## src/rtl/sgdmac_write_v2_pkg.sv

```systemverilog
// Shared types and AXI constants for the scatter-gather DMAC engines.
package sgdmac_pkg;

    typedef enum logic [1:0] {
        IDLE = 2'd0,
        ADDR = 2'd1,
        DATA = 2'd2,
        RESP = 2'd3
    } state_t;

    localparam logic [1:0] BURST_INCR  = 2'b01;

    localparam logic [1:0] RESP_OKAY   = 2'b00;
    localparam logic [1:0] RESP_EXOKAY = 2'b01;
    localparam logic [1:0] RESP_SLVERR = 2'b10;
    localparam logic [1:0] RESP_DECERR = 2'b11;

    localparam int unsigned PAGE_BYTES = 4096;
    localparam int unsigned PAGE_OFS_W = 12;

    // log2 of a power-of-two byte width; also the AXI AxSIZE encoding
    function automatic logic [2:0] size_log2(input int unsigned bytes);
        logic [2:0] r;
        r = '0;
        for (int i = 0; i < 8; i++) begin
            if ((32'd1 << i) == bytes) r = 3'(i);
        end
        return r;
    endfunction

endpackage

```

## src/rtl/sgdmac_write_v2_burst_calc.sv

```systemverilog
// Burst sizing: next burst length limited by MAX_BURST, bytes left and the 4 KB page,
// plus the byte-strobe mask for the current beat.
module sgdmac_burst_calc
    import sgdmac_pkg::*;
#(
    parameter int unsigned DATA_W    = 32,
    parameter int unsigned MAX_BURST = 16
) (
    input  logic [PAGE_OFS_W-1:0] addr,
    input  logic [15:0]           remain,
    output logic [3:0]            awlen,
    output logic [DATA_W/8-1:0]   strb
);

    localparam int unsigned BPB = DATA_W / 8;
    localparam int unsigned LG  = size_log2(BPB);

    logic [16:0] beats_left;
    logic [12:0] beats_4k;
    logic [16:0] len;

    // NOTE: every variable assigned in always_comb gets a default first so no latch is inferred.
    always_comb begin
        beats_left = (17'(remain) + 17'(BPB - 1)) >> LG;
        beats_4k   = (13'(PAGE_BYTES) - 13'(addr)) >> LG;
        len        = 17'(MAX_BURST);
        if (beats_left < len)       len = beats_left;
        if (17'(beats_4k) < len)    len = 17'(beats_4k);
        awlen      = 4'(len - 17'd1);
    end

    // lane i is written when at least i+1 bytes remain; all ones on full beats
    always_comb begin
        strb = '0;
        for (int i = 0; i < BPB; i++) begin
            strb[i] = (16'(i) < remain);
        end
    end

endmodule

```

## src/rtl/sgdmac_write_v2.sv

```systemverilog
// AXI3 write engine: drains a FWFT buffer into memory, one burst outstanding at a time.
// Optional macro SGDMAC_WR_ABORT_ON_ERR_EN: an error response ends the transfer early.
module sgdmac_write_v2
    import sgdmac_pkg::*;
#(
    parameter int unsigned DATA_W    = 32,
    parameter int unsigned MAX_BURST = 16,
    parameter logic [3:0]  AXI_ID    = 4'h0
) (
    input  logic                clk,
    input  logic                rst,
    output logic [3:0]          awid_o,
    output logic [31:0]         awaddr_o,
    output logic [3:0]          awlen_o,
    output logic [2:0]          awsize_o,
    output logic [1:0]          awburst_o,
    output logic                awvalid_o,
    input  logic                awready_i,
    output logic [3:0]          wid_o,
    output logic [DATA_W-1:0]   wdata_o,
    output logic [DATA_W/8-1:0] wstrb_o,
    output logic                wlast_o,
    output logic                wvalid_o,
    input  logic                wready_i,
    input  logic [3:0]          bid_i,
    input  logic [1:0]          bresp_i,
    input  logic                bvalid_i,
    output logic                bready_o,
    input  logic                start_i,
    input  logic [47:0]         cmd_i,
    output logic                done_o,
    output logic                err_o,
    input  logic                fifo_empty_i,
    input  logic [DATA_W-1:0]   fifo_rdata_i,
    output logic                fifo_rden_o
);

    localparam int unsigned BPB        = DATA_W / 8;
    localparam int unsigned LG         = size_log2(BPB);
    localparam logic [31:0] ALIGN_MASK = ~((32'd1 << LG) - 32'd1);

    state_t         state, state_nxt;
    logic [31:0]    addr_q;
    logic [15:0]    remain_q;
    logic [3:0]     beat_q;
    logic           err_q;

    logic [3:0]     calc_len;
    logic [BPB-1:0] calc_strb;
    logic [15:0]    beat_bytes;
    logic           aw_hs, w_hs, b_hs, b_err;
    logic           unused_bid;

    sgdmac_burst_calc #(
        .DATA_W    (DATA_W),
        .MAX_BURST (MAX_BURST)
    ) u_calc (
        .addr   (addr_q[PAGE_OFS_W-1:0]),
        .remain (remain_q),
        .awlen  (calc_len),
        .strb   (calc_strb)
    );

    assign awid_o      = AXI_ID;
    assign wid_o       = AXI_ID;
    assign awaddr_o    = addr_q;
    assign awlen_o     = calc_len;
    assign awsize_o    = 3'(LG);
    assign awburst_o   = BURST_INCR;
    assign wdata_o     = fifo_rdata_i;
    assign wstrb_o     = calc_strb;
    assign err_o       = err_q;
    assign fifo_rden_o = w_hs;
    assign unused_bid  = ^bid_i;

    assign b_err      = (bresp_i == RESP_SLVERR) || (bresp_i == RESP_DECERR);
    assign beat_bytes = (remain_q < 16'(BPB)) ? remain_q : 16'(BPB);

    always_ff @(posedge clk or posedge rst) begin
        if (rst) state <= IDLE;
        else     state <= state_nxt;
    end

    always_comb begin
        state_nxt = state;
        done_o    = 1'b0;
        awvalid_o = 1'b0;
        wvalid_o  = 1'b0;
        wlast_o   = 1'b0;
        bready_o  = 1'b0;
        aw_hs     = 1'b0;
        w_hs      = 1'b0;
        b_hs      = 1'b0;
        case (state)
            IDLE: begin
                done_o = 1'b1;
                if (start_i && (cmd_i[15:0] != 16'd0)) state_nxt = ADDR;
            end
            ADDR: begin
                awvalid_o = 1'b1;
                aw_hs     = awready_i;
                if (aw_hs) state_nxt = DATA;
            end
            DATA: begin
                wvalid_o = ~fifo_empty_i;
                wlast_o  = (beat_q == 4'd0);
                w_hs     = ~fifo_empty_i & wready_i;
                if (w_hs && (beat_q == 4'd0)) state_nxt = RESP;
            end
            RESP: begin
                bready_o = 1'b1;
                b_hs     = bvalid_i;
                if (b_hs) begin
`ifdef SGDMAC_WR_ABORT_ON_ERR_EN
                    state_nxt = (b_err || (remain_q == 16'd0)) ? IDLE : ADDR;
`else
                    state_nxt = (remain_q == 16'd0) ? IDLE : ADDR;
`endif
                end
            end
            default: state_nxt = IDLE;
        endcase
    end

    // NOTE: sequential state uses non-blocking assignments so every register samples pre-edge values.
    always_ff @(posedge clk or posedge rst) begin
        if (rst) begin
            addr_q   <= '0;
            remain_q <= '0;
            beat_q   <= '0;
            err_q    <= 1'b0;
        end else begin
            if ((state == IDLE) && start_i) begin
                addr_q   <= cmd_i[47:16] & ALIGN_MASK;
                remain_q <= cmd_i[15:0];
                err_q    <= 1'b0;
            end
            if (aw_hs) begin
                beat_q <= calc_len;
                addr_q <= addr_q + ((32'(calc_len) + 32'd1) << LG);
            end
            if (w_hs) begin
                beat_q   <= beat_q - 4'd1;
                remain_q <= remain_q - beat_bytes;
            end
            if (b_hs && b_err) err_q <= 1'b1;
        end
    end

endmodule

```

## config.mk

```make
export PLATFORM = sky130hd
export DESIGN_NAME = sgdmac_write_v2
export DESIGN_NICKNAME = d
export VERILOG_FILES = /design/src/rtl/sgdmac_write_v2_pkg.sv /design/src/rtl/sgdmac_write_v2_burst_calc.sv /design/src/rtl/sgdmac_write_v2.sv
export SDC_FILE = /design/constraint.sdc
export NUM_CORES = 1
export LEC_CHECK = 0
export ABC_AREA = 1
export CORE_UTILIZATION = 46
export CTS_BUF_LIST = sky130_fd_sc_hd__clkbuf_8
export CTS_CLUSTER_SIZE = 30
export DETAILED_ROUTE_END_ITERATION = 6
export PLACE_DENSITY = 0.83
export SETUP_SLACK_MARGIN = 0.4
export SLEW_MARGIN = 20
export SYNTH_ARGS = -nofsm -noshare
export SYNTH_HDL_FRONTEND = slang
export SYNTH_SLANG_ARGS = --single-unit
```

## constraint.sdc

```tcl
create_clock -name clk -period 6.3 [get_ports clk]
set_input_delay 1.26 -clock clk [delete_from_list [all_inputs] [get_ports clk]]
set_output_delay 1.26 -clock clk [all_outputs]
set_load 0.05 [all_outputs]
```

Yosys cells after proc, flatten, opt, wreduce, memory -nomap -nowiden
Cells that the tools add are included.
- magnitude comparators: 7
- multiplexer cells: 25
- equal/unequal tests: 9
- reductions and logical operators: 14
- add/sub/neg operators: 7
- bitwise gates (word level): 2
- operator list (kind ; number):
    $mux 32 ; 2
    $mux 16 ; 3
    $add 32x7->32 ; 1
    $lt 1x16->1 const A ; 2
    $lt 2x16->1 const A ; 2
    $add 16x2->17 const B ; 1
    $logic_not 16->1 ; 1
    $lt 16x3->1 const B ; 1
    $reduce_bool 16->1 ; 1
    $sub 16x16->16 ; 1
    $lt 11x15->1 ; 1
    $lt 15x5->1 const B ; 1
    $mux 15 ; 1
    $sub 13x12->13 const A ; 1
    $mux 4 ; 3
    $mux 1 ; 11
    $eq 2x2->1 const B ; 4
    $mux 2 ; 4
    $ne 2x2->1 const B ; 4
    $pmux 2 s4 ; 1
    $reduce_bool 2->1 ; 4
    $sub 4x1->4 const B ; 2
    $add 4x1->5 const B ; 1
    $logic_and 1x1->1 ; 4
    other kinds (7) ; 7
- word-level logic and storage cells: 69
- register bits after elaboration: 55
- output and inout port bits: 92
- bits of input ports: 93

Depth between registers and ports, before layout
Gate-level depths: netlist (run 1).
- word-level depth: 9
- depth in mapped cells: 44
- gate-level depth less buffers: 44

Cells and area by module
From an unflattened synthesis (run 1), not the netlist that was laid out.
- cells, all modules: 878
- area total of the unflattened synthesis: 5552.8 um^2
- by module, submodules not included (module ; cells each ; instances ; area an instance (um^2) ; seq. area each (um^2)):
    sgdmac_write_v2 ; 669 ; 1 ; 4444.3 ; 1326.3
    sgdmac_burst_calc ; 209 ; 1 ; 1108.6 ; 0.0

Worst setup path after synthesis (run 1)
Ideal clock, no wire load.
- path kind: reg2reg
- start point: register addr_q[3], in the netlist awaddr_o[3]
- end point: register addr_q[30], in the netlist awaddr_o[30]
- library setup time: 0.077 ns
- clock period less this slack: 5.181 ns
- path slack: 1.119 ns
- stages on the path, launching flop included: 33
- data arrival time: 5.104 ns
- required time: 6.223 ns
- buffers on the path: 0
- cells stage by stage: dfrtp_1 > inv_1 > ha_1 > nand2_1 > nor2_1 > xor2_1 > ha_1 > a21oi_1 > nor2_1 > a211oi_1 > nand2_4 > nand2_1 > nand2_2 > ha_1 > nand2_1 > nand2_4 > nand2_1 > nor2_1 > ha_1 > nand2_1 > a21oi_2 > nand3_1 > nor2_1 > inv_1 > nor2_2 > nand2_1 > nor2_2 > inv_2 > nor2_4 > nand3_1 > o21ai_1 > a21oi_1 > o21ai_1
- longest elaborated chain between the ends: 7
- ends and longest elaborated chain (what ; RTL line ; text):
    start, declared ; sgdmac_write_v2.sv:43 ; logic [31:0] addr_q;
    start signal, assigned ; sgdmac_write_v2.sv:134 ; addr_q <= cmd_i[47:16] & ALIGN_MASK;
    start signal, assigned ; sgdmac_write_v2.sv:140 ; addr_q <= addr_q + ((32'(calc_len) + 32'd1) << LG);
    $sub 13x12->13 ; sgdmac_write_v2_burst_calc.sv:25 ; beats_4k = (13'(PAGE_BYTES) - 13'(addr)) >> LG;
    $lt 11x15->1 ; sgdmac_write_v2_burst_calc.sv:28 ; if (17'(beats_4k) < len) len = 17'(beats_4k);
    $mux 4 ; sgdmac_write_v2_burst_calc.sv:28 ;
    $sub 4x1->4 ; sgdmac_write_v2_burst_calc.sv:29 ; awlen = 4'(len - 17'd1);
    named net awlen_o[0] ; sgdmac_write_v2.sv:14 ; output logic [3:0] awlen_o,
    $add 4x1->5 ; sgdmac_write_v2.sv:140 ;
    $add 32x7->32 ; sgdmac_write_v2.sv:140 ;
    $mux 32 ; sgdmac_write_v2.sv:138 ; if (aw_hs) begin
The timed path passes the listed nets, and every way through them passes these cells.
A chain may end at the register's enable or synchronous reset.

Final worst setup path (run 1)
- start point: register remain_q[2]
- end point: output port awlen_o[1]
- longest elaborated chain between the ends: 6
- ends and longest elaborated chain (what ; RTL line ; text):
    start, declared ; sgdmac_write_v2.sv:44 ; logic [15:0] remain_q;
    start signal, assigned ; sgdmac_write_v2.sv:135 ; remain_q <= cmd_i[15:0];
    start signal, assigned ; sgdmac_write_v2.sv:144 ; remain_q <= remain_q - beat_bytes;
    $add 16x2->17 (*) ; sgdmac_write_v2_burst_calc.sv:24 ; beats_left = (17'(remain) + 17'(BPB - 1)) >> LG;
    $lt 15x5->1 ; sgdmac_write_v2_burst_calc.sv:27 ; if (beats_left < len) len = beats_left;
    $mux 15 (*) ; sgdmac_write_v2_burst_calc.sv:27 ;
    $lt 11x15->1 ; sgdmac_write_v2_burst_calc.sv:28 ;
    $mux 4 (*) ; sgdmac_write_v2_burst_calc.sv:28 ;
    $sub 4x1->4 (*) ; sgdmac_write_v2_burst_calc.sv:29 ;
    end, declared ; sgdmac_write_v2.sv:14 ;
Every way passes the cells marked *; elsewhere a longest branch is shown, timed or not.

==> out/qor.yml, run 1 <==
cts_max_level: 2
synth_cell_types: 35
post_route_cells_drive_above_1_share_pct: 7.82
numCtsBuffers: 5
cts.reportedPaths.clkPinSlew_ns: 0.11
netlist_instances: 709
register_area_share_after_synthesis_pct: 27.5
worst_setup_path_startpoint: "remain_q[2]"
min_path_type: "flip-flop to flip-flop"
grt_setup_unrepaired: "yes"
synth_top_cell_by_area: "dfrtp_1"
global_route_wire_length_before_repair_um: 21000
max_freq_ghz: 0.181
critPathBufInv: 4
timing.setup.critical_path_class: "flip-flop to output port"
synth.yosys.warnings: 0
routedWlPerCell_um: 13.7
grt_antenna_before_repair: 0
post_synth_edffs: 0
num_io_pins: 185
clock_path_buffers: 2
layout_commonest_cell: "nand2_1"
run_status: "completed"
floorplan.die_area_sq_um: 10900
worst_setup_path_start_kind: "flip-flop"
crit_path_end_kind: "output port"
worst_path_largest_cell_delay_ns: 0.82
dp_hpwl_um: 9360
die_width_um: 104
pre_cts_ws_ns: 0.680
worstSkewPairLatency_ns: 0.33
grt.met3_usage_pct: 3.45
share_of_flip_flops_with_an_asynchronous_set_or_reset_after_synthesis_pct: 100
synth.ff_latch_count: 53
core_area_sq_um: 10200
timing.critical_path.arrival_ns: 4.26
hold_viol: 0
starting_density_pct: 47.2
drt_pre_antenna_iters: 5
crit_path_frequent_cell: "nand2_1"
setup_slack_ns: 0.781
power.static_leakage_nw: 2.61
maxCapViolCount: 0
worstPathRequired_ns: 5.04
yosys-top-cells-area: "dfrtp_1 27%, nand2_1 13%, buf_4 7.3%"
crit_cells: 23
antenna_cells: 0
worst_clk_skew_ns: 0.0114
met2_usage_pct: 37.5
cts-root-buf: "clkbuf_8"
routabilityCongestion: 0.908
fin_crit_ns: 5.52
place_inst: 904
r2r_start: "remain_q[2]"
report.final.setup_viol: 0
drt_drc: 0
cts-hold-fix-buffers: 0
synth.top_cell.area_share_pct: 27.5
route.detailed.vias_per_inst: 5.24
synth.avg_cell_area_sq_um: 6.81
numPortBuffers: 98
floorplan.rows: 37
final.fill_count: 966
maxSlewHeadroom_pct: 30.3
grt.total_usage_pct: 23.4
worst_path_dominant_cell_family: "simple AND/OR/NAND/NOR gates"
tightestPinTransition_ns: 1.04
grt_overflow_total: 0
synth-main-ff-cell: "dfrtp_1"
min_delay_path_depth: 1
setup_tns_ns: 0
power.density_cell_area_nw_per_um2: 534
overall_die_height_um: 104
timing.critical_path.fanout_max: 7
first_global_vias: 4475
syn_to_layout_area_delta_pct: 21.1
most_frequent_cells_in_the_layout: "168 x nand2_1, 98 x clkdlybuf4s50_1, 90 x inv_1"
ant_nets: 0
cts_sinks: 53
timing_max_transition_violations_final: 0
critical_path.slowest_cell: "clkdlybuf4s50_1"
peakVddDrop_uv: 330
global_route.usage.met1_pct: 32.3
grt_start_max_net_pins: 54
tritoncts: "built"
wl_um: 12600
reg2regPathDepth: 38
globalRoute.busiestLayer: "met2"
crit_chain: "inv_1 > nor2_4 > nand3_1 > nand2_1 > nand2_1 > nor2_1 > nand2_1 > nor2_2 > nand2_1 > inv_1 > nand3b_1 > ha_1 > a21oi_1 > nand2_1 > nand2_1 > nand2_2 > nand2_4 > nand2_4 > nand2_1 > nand2_2 > ha_1 > inv_1 > clkdlybuf4s50_1"
finalNetCount: 899
via_count: 4804
fin_crit_sh_pct: 87.6
drt-initial-drc-count: 325
synth.cell_area_sq_um: 4830
non_filler_instance_count_after_layout: 916
min-delay-start: "err_o"
## metal layers
metal	vias to the layer above	wire length (um)
met5	-	0
met4	0	199
met3	15	660
met2	143	5840
met1	2217	5860
li1	2429	-
## worst register-to-register path: cells and delay by family, from the launching register on
| family | cells | cell delay, ns |
|---|---|---|
| compound gates | 6 | 0.89 |
| fa+ha+maj | 3 | 0.89 |
| buf+inv | 6 | 0.57 |
| flops | 1 | 0.45 |
| simple gates | 23 | 2.51 |
## state kept, by name (all words and copies together), names as in the netlist
signal    flops
remain_q     16
beat_q        4
err_o         1
state         2
awaddr_o     30
## report_power, final
part           switching [mW]  internal [mW]
logic                    1.44          0.738
registers               0.226          0.507
clock network           0.132         0.0794
total                    1.80           1.32
## worst paths after layout
check	to	slack [ns]
max reg2reg	awaddr_o[24]	0.85
min	err_o	0.52
max	awlen_o[1]	0.78
min in group asynchronous	remain_q[1]	1.44
max in group asynchronous	remain_q[7]	4.36
min reg2reg	err_o	0.52
## cells in the mapped netlist (2+ instances only)
library cell,instances
xor2_1,17
o31ai_1,2
o22ai_1,4
nor4_1,10
nor2_1,70
nand3b_1,3
nand2_1,169
nand4_1,11
o211ai_1,20
nand2_4,3
clkbuf_1,14
buf_4,47
nand3_1,41
o41ai_1,2
nor3_1,6
nand2_2,12
a211oi_1,2
a21oi_1,26
inv_2,2
conb_1,2
o221ai_1,20
a31oi_1,3
ha_1,26
dfrtp_1,53
nor2_2,12
inv_1,92
o21ai_1,5
o21ai_0,28
## area by class of cell
type,count,area [sq um],area share [%]
Multi-Input combinational cell,521,2870,49.2
Sequential cell,53,1330,22.8
Timing Repair Buffer,104,1030,17.6
Inverter,94,353,6.04
Tap cell,136,170,2.91
Clock buffer,5,68.8,1.18
Clock inverter,3,21.3,0.364
## timing repair
item / in CTS / in global routing
gates resized for setup: 0 / 20
buffers inserted: 0 / 4
endpoints found under the setup margin: 0 / 16
## cells by family (layout without fill, tap and decap cells)
logic type | Yosys count | after routing | share of synthesized area, %
AO/OA/AOI/OAI | 116 | 116 | 15.5
buffers and inverters | 155 | 206 | 15.7
AND/OR/NAND/NOR | 338 | 338 | 30.7
other | 2 | 22 | 0.156
multiplexers | 1 | 1 | 0.233
XOR/XNOR | 17 | 17 | 3.09
adder cells (fa/ha/maj) | 27 | 27 | 7.16
flip-flops | 53 | 53 | 27.5
## through the flow
stage / util [%] / area, sq um / power, mW / hold WS, ns
CTS: 56.2 / 5750 / 3.06 / 0.518
global route: 57.1 / 5840 / 3.38 / 0.577
global placement: 55.3 / 5660 / 2.81 / 0.473
detailed placement: 55.3 / 5660 / 2.85 / 0.489
finish: 57.1 / 5840 / 3.12 / 0.517
floorplan: - / 4900 / 2.30 / 0.527
(Power assumes the default switching activity.)
==> run 2: changes to the inputs <==
--- a/config.mk
+++ b/config.mk
@@ -11,7 +11,7 @@
 export CTS_CLUSTER_SIZE = 30
 export DETAILED_ROUTE_END_ITERATION = 6
 export PLACE_DENSITY = 0.83
-export SETUP_SLACK_MARGIN = 0.4
+export SETUP_SLACK_MARGIN = 0.2
 export SLEW_MARGIN = 20
 export SYNTH_ARGS = -nofsm -noshare
 export SYNTH_HDL_FRONTEND = slang
==> run 2 against run 1 <==
Compared with the run above:
- first-iteration DRC count is 5.8% higher
- count of clock-buffer cells in the layout did not move
- non-clock buffer count fell by 3
- critical path depth rose by 1
- critical path type unchanged
- largest power group unchanged
==> out/qor.yml, run 2 (synthesis results as in run 1) <==
wl_um: 12400
route.detailed.vias_per_inst: 5.27
power_switching_mw: 1.77
core_area_sq_um: 10200
starting_density_pct: 47.2
timing.setup.critical_path_class: "flip-flop to output port"
first_global_vias: 4475
worst_path_largest_cell_delay_ns: 0.80
via_count: 4811
largest_reg_flops: 30
worst_setup_path_startpoint: "remain_q[3]"
cts.reportedPaths.clkPinSlew_ns: 0.11
min_path_type: "flip-flop to flip-flop"
layout_commonest_cell: "nand2_1"
place_inst: 904
num_io_pins: 185
worst_clk_skew_ns: 0.00981
fin_crit_ns: 5.62
area_of_all_sequential_standard_cells_sq_um: 1330
maxCapViolCount: 0
floorplan.rows: 37
routedWlPerCell_um: 13.5
timing_max_transition_violations_final: 0
clockPowerShare_pct: 6.9
cts-root-buf: "clkbuf_8"
post_route_cells_drive_above_1_share_pct: 6.44
power.static_leakage_nw: 2.59
maxSlewHeadroom_pct: 30.4
drt_drc: 0
power.density_cell_area_nw_per_um2: 534
setup_tns_ns: 0
die_width_um: 104
hold_viol: 0
syn_to_layout_area_delta_pct: 19.7
min-delay-start: "err_o"
grt_start_max_net_pins: 54
critical_path.slowest_cell: "clkdlybuf4s50_1"
grt_antenna_before_repair: 0
power_mw: 3.08
floorplan.die_area_sq_um: 10900
proportion_of_power_drawn_by_flip_flops_and_latches_pct: 23.6
tightestPinTransition_ns: 1.04
numPortBuffers: 98
crit_chain: "nand2_2 > nor2_2 > nand2_2 > nor2_2 > xor2_1 > nand2_1 > nor2_2 > nand2_1 > inv_1 > nand3b_1 > ha_1 > a21oi_1 > nand2_1 > nand2_1 > nand2_2 > nand2_4 > nand2_4 > nand2_1 > nand2_2 > ha_1 > inv_1 > nand2_2 > nand2_4 > clkdlybuf4s50_1"
non_filler_instance_count_after_layout: 913
fin_crit_sh_pct: 89.3
cellInternalPower_mw: 1.31
clock_path_buffers: 2
dp_hpwl_um: 9360
timing.critical_path.fanout_max: 7
finalNetCount: 896
antenna_cells: 0
overall_die_height_um: 104
worstSkewPairLatency_ns: 0.33
grt_overflow_total: 0
power_frac_comb_pct: 69.6
max_freq_ghz: 0.178
cts_max_level: 2
grt_setup_unrepaired: "no"
worst_path_dominant_cell_family: "simple AND/OR/NAND/NOR gates"
critPathBufInv: 3
power.switching_fraction_pct: 57.6
numCtsBuffers: 5
cts_sinks: 53
timing.critical_path.arrival_ns: 4.36
ant_nets: 0
multiInputGateArea_sq_um: 2830
report.final.setup_viol: 0
worst_setup_path_start_kind: "flip-flop"
peakVddDrop_uv: 330
run_status: "completed"
crit_path_end_kind: "output port"
r2r_start: "remain_q[3]"
global_route_wire_length_before_repair_um: 21000
final.fill_count: 974
routabilityCongestion: 0.908
drt-initial-drc-count: 344
tritoncts: "built"
most_frequent_cells_in_the_layout: "169 x nand2_1, 98 x clkdlybuf4s50_1, 91 x inv_1"
grt.total_usage_pct: 23.4
worstPathRequired_ns: 5.04
drt_pre_antenna_iters: 6
run 2: what timing repair did:
item                                    CTS  global route
endpoints found under the setup margin    0             8
resized for setup                         0             7
hold buffers                              0             0
setup buffers                             0             1
run 2: worst paths after layout:
kind | end | slack, ns | depth (start not counted)
max reg2reg | awaddr_o[24] | 0.74 | 37
min in group asynchronous | remain_q[0] | 1.43 | 3
min | err_o | 0.52 | 1
min reg2reg | err_o | 0.52 | 1
max in group asynchronous | remain_q[7] | 4.37 | 3
max | awlen_o[2] | 0.68 | 24
run 2: per-stage QoR:
step	utilization, %	area, sq um	setup WS, ns	hold slack, ns
2_1_floorplan	-	4900	1.12	0.527
3_3_place_gp	55.3	5660	0.813	0.473
3_5_place_dp	55.3	5660	0.680	0.489
4_1_cts	56.2	5750	0.615	0.518
5_1_grt	56.5	5780	0.208	0.578
6_report	56.5	5780	0.676	0.517
run 2: cell type report:
cell class | instances | area share (%)
Timing Repair Buffer | 101 | 17.4
Inverter | 94 | 6.11
Clock buffer | 5 | 1.19
Sequential cell | 53 | 23.0
Tap cell | 136 | 2.95
Clock inverter | 3 | 0.368
Multi-Input combinational cell | 521 | 49.0
run 2: layer usage:
metal | routed length (um) | vias up | global-route usage (%)
met5 | 0 | - | 0
met4 | 176 | 0 | 7.65
met2 | 5730 | 153 | 37.5
met1 | 5720 | 2212 | 32.3
met3 | 729 | 15 | 3.45
li1 | - | 2431 | -
run 2: power groups by stage:
stage / registers, mW / logic (mW) / clock network, mW
finish: 0.726 / 2.14 / 0.211
floorplan: 0.994 / 1.31 / 0
global route: 0.755 / 2.36 / 0.227
detailed placement: 0.726 / 2.12 / 0
CTS: 0.719 / 2.13 / 0.213
global placement: 0.720 / 2.09 / 0
